<file path="config.mk">
export PLATFORM = sky130hd
export DESIGN_NAME = if_stage_flat
export DESIGN_NICKNAME = d
export VERILOG_FILES = /design/src/rtl/if_stage_pkg.sv /design/src/rtl/if_stage_if.sv /design/src/rtl/if_stage.sv /design/src/flat_wrapper.sv
export SDC_FILE = /design/constraint.sdc
export NUM_CORES = 1
export LEC_CHECK = 0
export BUFFER_PORTS_ARGS = -buffer_cell sky130_fd_sc_hd__buf_2
export CORE_UTILIZATION = 45
export DETAILED_ROUTE_END_ITERATION = 6
export PLACE_DENSITY = 0.81
export SLEW_MARGIN = 30
export SYNTH_ARGS = -nofsm -noshare
export SYNTH_HDL_FRONTEND = slang
export SYNTH_SLANG_ARGS = --single-unit
</file>
<file path="constraint.sdc">
create_clock -name clk -period 7.65 [get_ports clk]
set_input_delay 0.765 -clock clk [delete_from_list [all_inputs] [get_ports clk]]
set_output_delay 0.765 -clock clk [all_outputs]
set_load 0.01 [all_outputs]
</file>
<file path="src/rtl/if_stage_pkg.sv">
// ============================================================================
// Module   : if_stage_pkg
// Brief    : Shared widths, reset PC and bus layouts for the fetch stage.
// Revision : 1.0 - initial release
// ============================================================================
`default_nettype none

package if_stage_pkg;

  localparam int          FS_TO_DS_BUS_WD = 64;
  localparam int          BR_BUS_WD       = 33;
  localparam logic [31:0] RESET_PC        = 32'h1c00_0000;
  localparam logic [1:0]  SRAM_SIZE_WORD  = 2'b10;
  localparam logic [31:0] INST_BYTES      = 32'd4;

  typedef struct packed {
    logic        taken;
    logic [31:0] target;
  } br_bus_t;

  typedef struct packed {
    logic [31:0] pc;
    logic [31:0] inst;
  } fs_to_ds_bus_t;

endpackage

`default_nettype wire

</file>
<file path="src/rtl/if_stage_if.sv">
// ============================================================================
// Module   : if_stage_if
// Brief    : Decode-side, branch and instruction-SRAM signals of the fetch stage.
// Revision : 1.0 - initial release
// ============================================================================
`default_nettype none

interface if_stage_if;
  import if_stage_pkg::*;

  logic                       ds_allowin;
  logic [BR_BUS_WD-1:0]       br_bus;
  logic                       fs_to_ds_valid;
  logic [FS_TO_DS_BUS_WD-1:0] fs_to_ds_bus;

  logic                       inst_sram_req;
  logic                       inst_sram_wr;
  logic [1:0]                 inst_sram_size;
  logic [3:0]                 inst_sram_wstrb;
  logic [31:0]                inst_sram_addr;
  logic [31:0]                inst_sram_wdata;
  logic                       inst_sram_addr_ok;
  logic                       inst_sram_data_ok;
  logic [31:0]                inst_sram_rdata;

  modport master (
    input  ds_allowin, br_bus,
    input  inst_sram_addr_ok, inst_sram_data_ok, inst_sram_rdata,
    output fs_to_ds_valid, fs_to_ds_bus,
    output inst_sram_req, inst_sram_wr, inst_sram_size, inst_sram_wstrb,
    output inst_sram_addr, inst_sram_wdata
  );

  modport slave (
    output ds_allowin, br_bus,
    output inst_sram_addr_ok, inst_sram_data_ok, inst_sram_rdata,
    input  fs_to_ds_valid, fs_to_ds_bus,
    input  inst_sram_req, inst_sram_wr, inst_sram_size, inst_sram_wstrb,
    input  inst_sram_addr, inst_sram_wdata
  );

endinterface

`default_nettype wire

</file>
<file path="src/rtl/if_stage.sv">
// ============================================================================
// Module   : if_stage
// Brief    : Instruction fetch with one outstanding SRAM request, branch
//            redirect buffer and a single-entry fetch register.
// Revision : 1.0 - initial release
// ============================================================================
`default_nettype none

module if_stage
  import if_stage_pkg::*;
(
  input  logic       clk,
  input  logic       resetn,
  if_stage_if.master bus
);

  typedef enum logic [1:0] {
    S_IDLE = 2'd0,
    S_REQ  = 2'd1,
    S_WAIT = 2'd2
  } state_t;

  state_t        r_state;
  logic [31:0]   r_npc;
  logic [31:0]   r_addr;
  logic          r_cancel;
  logic          r_br_buf_valid;
  logic [31:0]   r_br_buf_target;
  logic          r_fs_valid;
  logic [31:0]   r_fs_pc;
  logic [31:0]   r_fs_inst;

  br_bus_t       w_br;
  fs_to_ds_bus_t w_fs_bus;
  logic          w_fs_free;
  logic          w_issue;
  logic [31:0]   w_issue_addr;
  logic          w_req;
  logic [31:0]   w_sram_addr;
  logic          w_accept;
  logic          w_redirect_pending;
  logic          w_data_ok;
  logic          w_fs_to_ds_valid;
  logic          w_handoff;

  assign w_br = br_bus_t'(bus.br_bus);

  // A new fetch may start only if the fetch register is empty by the time data returns.
  assign w_fs_free          = !r_fs_valid || bus.ds_allowin;
  assign w_issue            = (r_state == S_IDLE) && w_fs_free;
  assign w_issue_addr       = r_br_buf_valid ? r_br_buf_target : r_npc;
  assign w_req              = resetn && ((r_state == S_REQ) || w_issue);
  assign w_sram_addr        = (r_state == S_IDLE) ? w_issue_addr : r_addr;
  assign w_accept           = w_req && bus.inst_sram_addr_ok;
  assign w_redirect_pending = (r_state == S_REQ) && r_br_buf_valid;
  assign w_data_ok          = (r_state == S_WAIT) && bus.inst_sram_data_ok;
  assign w_fs_to_ds_valid   = r_fs_valid && !w_br.taken;
  assign w_handoff          = w_fs_to_ds_valid && bus.ds_allowin;

  always_ff @(posedge clk) begin
    if (!resetn) begin
      r_state         <= S_IDLE;
      r_npc           <= RESET_PC;
      r_addr          <= RESET_PC;
      r_cancel        <= 1'b0;
      r_br_buf_valid  <= 1'b0;
      r_br_buf_target <= '0;
      r_fs_valid      <= 1'b0;
      r_fs_pc         <= '0;
      r_fs_inst       <= '0;
    end else begin
      case (r_state)
        S_IDLE: begin
          if (w_issue) begin
            r_addr <= w_issue_addr;
            if (bus.inst_sram_addr_ok) begin
              r_state  <= S_WAIT;
              r_cancel <= w_br.taken;
            end else begin
              r_state  <= S_REQ;
            end
          end
        end
        S_REQ: begin
          // A redirect parked while this request stalled makes it wrong-path.
          if (bus.inst_sram_addr_ok) begin
            r_state  <= S_WAIT;
            r_cancel <= w_br.taken || r_br_buf_valid;
          end
        end
        S_WAIT: begin
          if (bus.inst_sram_data_ok) begin
            r_state  <= S_IDLE;
            r_cancel <= 1'b0;
          end else if (w_br.taken) begin
            r_cancel <= 1'b1;
          end
        end
        default: r_state <= S_IDLE;
      endcase

      if (w_br.taken) begin
        r_npc <= w_br.target;
      end else if (w_accept && !w_redirect_pending) begin
        r_npc <= w_sram_addr + INST_BYTES;
      end

      // The request on the bus cannot change until accepted, so the target waits here.
      if (w_br.taken && w_req && !bus.inst_sram_addr_ok) begin
        r_br_buf_valid  <= 1'b1;
        r_br_buf_target <= w_br.target;
      end else if (w_br.taken || w_issue) begin
        r_br_buf_valid  <= 1'b0;
      end

      if (w_br.taken) begin
        r_fs_valid <= 1'b0;
      end else if (w_data_ok && !r_cancel) begin
        r_fs_valid <= 1'b1;
        r_fs_pc    <= r_addr;
        r_fs_inst  <= bus.inst_sram_rdata;
      end else if (w_handoff) begin
        r_fs_valid <= 1'b0;
      end
    end
  end

  assign w_fs_bus = '{pc: r_fs_pc, inst: r_fs_inst};

  assign bus.fs_to_ds_valid  = w_fs_to_ds_valid;
  assign bus.fs_to_ds_bus    = w_fs_bus;
  assign bus.inst_sram_req   = w_req;
  assign bus.inst_sram_addr  = w_sram_addr;
  assign bus.inst_sram_wr    = 1'b0;
  assign bus.inst_sram_size  = SRAM_SIZE_WORD;
  assign bus.inst_sram_wstrb = 4'b0;
  assign bus.inst_sram_wdata = 32'b0;

endmodule

`default_nettype wire
</file>
<file path="src/flat_wrapper.sv">
// flat-port wrapper written by rule: the top's interface ports become plain ports
module if_stage_flat import if_stage_pkg::*;
  (clk, resetn, bus_ds_allowin, bus_br_bus, bus_inst_sram_addr_ok, bus_inst_sram_data_ok, bus_inst_sram_rdata, bus_fs_to_ds_valid, bus_fs_to_ds_bus, bus_inst_sram_req, bus_inst_sram_wr, bus_inst_sram_size, bus_inst_sram_wstrb, bus_inst_sram_addr, bus_inst_sram_wdata);
  if_stage_if bus_i ();
  input  logic clk;
  input  logic resetn;
  input wire logic [$bits(bus_i.ds_allowin)-1:0] bus_ds_allowin;
  input wire logic [$bits(bus_i.br_bus)-1:0] bus_br_bus;
  input wire logic [$bits(bus_i.inst_sram_addr_ok)-1:0] bus_inst_sram_addr_ok;
  input wire logic [$bits(bus_i.inst_sram_data_ok)-1:0] bus_inst_sram_data_ok;
  input wire logic [$bits(bus_i.inst_sram_rdata)-1:0] bus_inst_sram_rdata;
  output wire logic [$bits(bus_i.fs_to_ds_valid)-1:0] bus_fs_to_ds_valid;
  output wire logic [$bits(bus_i.fs_to_ds_bus)-1:0] bus_fs_to_ds_bus;
  output wire logic [$bits(bus_i.inst_sram_req)-1:0] bus_inst_sram_req;
  output wire logic [$bits(bus_i.inst_sram_wr)-1:0] bus_inst_sram_wr;
  output wire logic [$bits(bus_i.inst_sram_size)-1:0] bus_inst_sram_size;
  output wire logic [$bits(bus_i.inst_sram_wstrb)-1:0] bus_inst_sram_wstrb;
  output wire logic [$bits(bus_i.inst_sram_addr)-1:0] bus_inst_sram_addr;
  output wire logic [$bits(bus_i.inst_sram_wdata)-1:0] bus_inst_sram_wdata;
  assign bus_i.ds_allowin = bus_ds_allowin;
  assign bus_i.br_bus = bus_br_bus;
  assign bus_i.inst_sram_addr_ok = bus_inst_sram_addr_ok;
  assign bus_i.inst_sram_data_ok = bus_inst_sram_data_ok;
  assign bus_i.inst_sram_rdata = bus_inst_sram_rdata;
  assign bus_fs_to_ds_valid = bus_i.fs_to_ds_valid;
  assign bus_fs_to_ds_bus = bus_i.fs_to_ds_bus;
  assign bus_inst_sram_req = bus_i.inst_sram_req;
  assign bus_inst_sram_wr = bus_i.inst_sram_wr;
  assign bus_inst_sram_size = bus_i.inst_sram_size;
  assign bus_inst_sram_wstrb = bus_i.inst_sram_wstrb;
  assign bus_inst_sram_addr = bus_i.inst_sram_addr;
  assign bus_inst_sram_wdata = bus_i.inst_sram_wdata;
  if_stage u_core (.clk(clk), .resetn(resetn), .bus(bus_i));
endmodule
</file>
Word-level counts from Yosys, hierarchy flattened --
Cells that the tools add are included.
Storage, ports and cells: input bits 70, output and inout bits 137, bits in registers 165
Operators by class: add/sub/neg operators 1, bitwise gates (word level) 2, multiplexer cells 19, equality and inequality tests 7, reductions and logical operators 30
Operators with widths (count):
- $mux W32 | 4
- $add A32 B3 Y32 const B | 1
- $logic_and A1 B1 Y1 | 11
- $mux W1 | 9
- $mux W2 | 4
- $ne A2 B2 Y1 const B | 3
- $pmux W2 S3 | 1
- $reduce_bool A2 Y1 | 3
- $logic_not A1 Y1 | 5
- $reduce_and A5 Y1 | 1
- $logic_or A1 B1 Y1 | 4
- $reduce_and A2 Y1 | 2
- $ne A3 B3 Y1 const B | 1
- $pmux W1 S3 | 1
- $reduce_and A3 Y1 | 1
- $reduce_bool A3 Y1 | 1
- $eq A2 B1 Y1 const B | 1
- $eq A2 B2 Y1 const B | 1
- $logic_not A2 Y1 | 1
- $ne A2 B1 Y1 const B | 1
- $not A1 Y1 | 2
- $reduce_or A2 Y1 | 1

Logic depth before layout (Yosys ltp) --
depth after elaboration 9, depth in mapped cells 13

Worst setup path after synthesis --
No wires, ideal clock.
path type reg2reg, from register u_core.r_state[0], to register u_core.r_npc[24], stages on the path, launching flop included 14, buffers on the path 3, arrival time 2.629 ns, path slack 4.904 ns, library setup time 0.117 ns, data required time 7.533 ns, cell sequence dfxtp_1 > inv_1 > ha_1 > buf_4 > buf_2 > nor2_1 > a21oi_1 > ha_1 > and3_1 > clkbuf_1 > nand2_2 > nor4b_2 > xnor2_1 > a22o_1
On the way: elaborated cells between the ends (all ways) 14, those cells by class add/sub: 1; eq/ne: 1; mux: 3; reduce/logical: 9
RTL lines:
- start: declaration | RTL line if_stage.sv:23 | state_t r_state;
- start signal: assignment | RTL line if_stage.sv:62 | r_state <= S_IDLE;
- start signal: assignment | RTL line if_stage.sv:77 | r_state <= S_WAIT;
- start signal: assignment | RTL line if_stage.sv:80 | r_state <= S_REQ;
- $logic_not A2 Y1 | RTL line if_stage.sv:53 | assign w_sram_addr = (r_state == S_IDLE) ? w_issue_addr : r_addr;
- $mux W32 | RTL line if_stage.sv:53
- via bus_inst_sram_addr[2] | RTL line flat_wrapper.sv:18 | output wire logic [$bits(bus_i.inst_sram_addr)-1:0] bus_inst_sram_addr;
- $add A32 B3 Y32 | RTL line if_stage.sv:105 | r_npc <= w_sram_addr + INST_BYTES;
- $mux W32 | RTL line if_stage.sv:104 | end else if (w_accept && !w_redirect_pending) begin
- $mux W32 | RTL line if_stage.sv:102 | if (w_br.taken) begin
- end signal: assignment | RTL line if_stage.sv:103 | r_npc <= w_br.target;
- end signal: assignment | RTL line if_stage.sv:105
- end: declaration | RTL line if_stage.sv:24 | logic [31:0] r_npc;
The timed path passes the listed nets, and every way through them passes these cells. The select of a mux whose other input is x is not followed. A chain may end at the register's enable or synchronous reset.

Worst setup path in the final report --
from register u_core.r_state[0], to register u_core.r_npc[26]
On the way: longest elaborated chain between the ends 7, elaborated cells between the ends (all ways) 14, those cells by class add/sub: 1; eq/ne: 1; mux: 3; reduce/logical: 9
RTL lines:
- branches (longest 7 deep; another with $add A32 B3 Y32)
Parallel ways; which one is timed is not known. The select of a mux whose other input is x is not followed.

==> metrics.yaml <==
outcome: "finished, final reports clean"
hp-start: "u_core.r_fs_pc[14]"
port_buffers: 167
start_kind: "flip-flop"
max_slew.worst_pin.slew_ns: 0.902
cts_tree: "done"
fill_cells: 1604
clk_path_buf_depth: 2
cts-root-buf: "clkbuf_16"
antenna_found_initial: 0
grt_pass1_vias: 6449
combPwrFrac: 0.262
crit_fanout: 68
switching_share: 0.333
overflow: 0
clk_pin_slew_ns: 0.06
drt-total-wl_mm: 20.3
drive_above_1_share: 0.207
pwr-share-clk: 0.325
ant_nets: 0
track_usage: 0.230
final_common_cell: "nand2_1"
hold_class: "reg2reg"
synthCells: 992
synth_compound_area_frac: 0.178
whs_ns: 0.449
viasPerCell: 5.20
cts_setup_buffers: 0
initial_utilization: 0.463
ys_ff_latch: 165
diodes: 0
synth_fa_ha_area_frac: 0.00648
dp.final_hpwl_mm: 13.6
syn_area_um2: 7730
cts.hold.buffers_added: 0
drt_iter0_markers: 659
rsz0062_at_grt: "false"
synth_top_family_by_area: "simple AND/OR/NAND/NOR gates"
p_seq_frac: 0.414
p_leak_nw: 3.72
max-vdd-ir-drop_v: 0.000185
slew-limit-headroom: 0.399
ys_dominant_reg_cell: "dfxtp_1"
grt_max_degree: 86
synth_edf_count: 0
drt_first_pass_iters: 5
timing.rr.start: "u_core.r_state[0]"
setup_tns_ns: 0
globalplace.congestion: 0.835
hold_viol: 0
nNetsFinal: 1188
setup_viol: 0
cts_resized: 0
drc: 0
p_switching_w: 0.000785
powerDensity_nw_per_um2: 263
async_reset_ff_frac: 0
coreArea_um2: 16700
p_int_w: 0.00158
yosysSeqAreaShare: 0.427
fmax_mhz: 310
synth_xor_area_frac: 0.0317
dieHeight_um: 133
skew_ns: 0.00737
grt_pass1_wl_mm: 32.4
worst-endpoint-required_ns: 7.93
ys_types: 49
path_class: "reg2reg"
maxCapViolations: 0
numCtsBuffers: 17
finalCritPeriodShare: 0.421
dr_total_vias: 7002
wire_per_inst_um: 15.1
yosysWarnings: 0
clkLatencyLatePin_ns: 0.43
die-area_um2: 17700
drv_slew: 0
finalCriticalPeriod_ns: 3.22
num_rows: 47
pin_count: 207
worstSetupEndpointType: "flip-flop"
htreeDepth: 4
clkSinkCount: 165
syn_avg_cell_area_um2: 7.79
cp_data_arrival_time_ns: 3.50
synth-simple-area-share: 0.220
crit_path_start: "u_core.r_state[0]"
die_x_um: 133
final_cell_mix: "nand2_1, buf_2, dfxtp_1"
synth_mux_area_frac: 0.0429
syn2layout_area_growth_pct: 16.0
cell families (layout without fill, tap and decap cells):
| kind of cell | after synthesis | count (layout) |
|---|---|---|
| adders and majority gates | 4 | 4 |
| DFF | 165 | 165 |
| muxes | 33 | 33 |
| buffers and inverters | 135 | 232 |
| xor gates and xnor gates | 28 | 28 |
| and+or+nand+nor | 392 | 392 |
| other | 2 | 39 |
| AOI/OAI and AO/OA | 233 | 233 |
flip-flops by register name (all words and copies together) (netlist names):
name,count
u_core.r_addr,32
u_core.r_br_buf_target,32
u_core.r_fs_inst,32
u_core.r_fs_pc,32
u_core.r_npc,32
u_core.r_state,2
u_core.r_br_buf_valid,1
u_core.r_cancel,1
u_core.r_fs_valid,1
path summary, 6_finish.rpt:
check / slack [ns] / cells after the start / endpoint
worst min-delay path: 0.45 / 2 / u_core.r_fs_pc[14]
worst max-delay path: 4.43 / 11 / u_core.r_npc[26]
worst max register to register: 4.43 / 11 / u_core.r_npc[26]
worst min register to register: 0.45 / 2 / u_core.r_fs_pc[14]
per-layer routing:
metal / up-vias / wire, um / GRT usage
li1: 3483 / - / -
met1: 3238 / 8950 / 0.301
met2: 236 / 9760 / 0.370
met3: 45 / 1080 / 0.0364
met4: 0 / 553 / 0.109
met5: - / 0 / 0
power by group through the flow:
stage          clock network (W)  logic [W]  registers (W)
2_1_floorplan                  0   0.000456       0.000985
3_3_place_gp                   0   0.000601       0.000991
3_5_place_dp                   0   0.000612       0.000993
4_1_cts                 0.000772   0.000616       0.000975
5_1_grt                 0.000810   0.000680       0.000984
6_report                0.000766   0.000618       0.000976
synth_stat cells (3+ instances only):
master    instances  area share
nand2_1         243        0.12
dfxtp_1         165        0.43
a21oi_1         144       0.093
nor2_1           98       0.048
clkbuf_1         53       0.026
buf_4            43       0.042
a211oi_1         32       0.031
mux2i_1          32       0.041
inv_1            24       0.012
xnor2_1          24       0.027
o22ai_1          15       0.012
a21o_1           14       0.014
nor3_1            9      0.0058
nor4_2            8       0.013
buf_1             7      0.0034
nand3_1           7      0.0045
o211ai_1          7      0.0068
a21oi_2           5      0.0057
buf_2             4      0.0026
ha_1              4      0.0065
o21ai_0           4      0.0026
xor2_1            4      0.0045
a221oi_1          3      0.0034
a22o_1            3      0.0034
buf_6             3      0.0044
nand2b_1          3      0.0024
nand4_1           3      0.0024
area by class of cell:
type | count | area [um2] | area share
multi-input combinational | 729 | 3860 | 0.431
sequential | 165 | 3300 | 0.369
timing repair buffer | 177 | 911 | 0.102
clock buffer | 21 | 460 | 0.0514
tap | 220 | 275 | 0.0307
inverter | 24 | 92.6 | 0.0103
clock inverter | 10 | 58.8 | 0.00656
metrics by stage:
| stage | utilization | power [W] | instance area [um2] | setup slack (ns) | cells |
|---|---|---|---|---|---|
| 6_report | 0.537 | 0.00236 | 8970 | 4.43 | 1346 |
| 5_1_grt | 0.537 | 0.00247 | 8970 | 4.16 | 1346 |
| 4_1_cts | 0.537 | 0.00236 | 8970 | 4.45 | 1346 |
| 3_5_place_dp | 0.506 | 0.00161 | 8450 | 4.37 | 1315 |
| 3_3_place_gp | 0.506 | 0.00159 | 8450 | 4.42 | 1315 |
| 2_1_floorplan | - | 0.00144 | 7870 | 4.90 | 1029 |
critical path, stage by stage, from the launching register on:
cell	delay, ns
dfxtp_1	0.33
inv_1	0.08
ha_2	0.18
buf_4	0.58
nor2_1	0.08
a21oi_1	0.36
ha_1	0.26
and3_1	0.31
nand2_2	0.26
nor4b_2	0.35
xnor2_1	0.17
o211ai_1	0.10
Note: power is estimated with default switching activity, not from simulation.
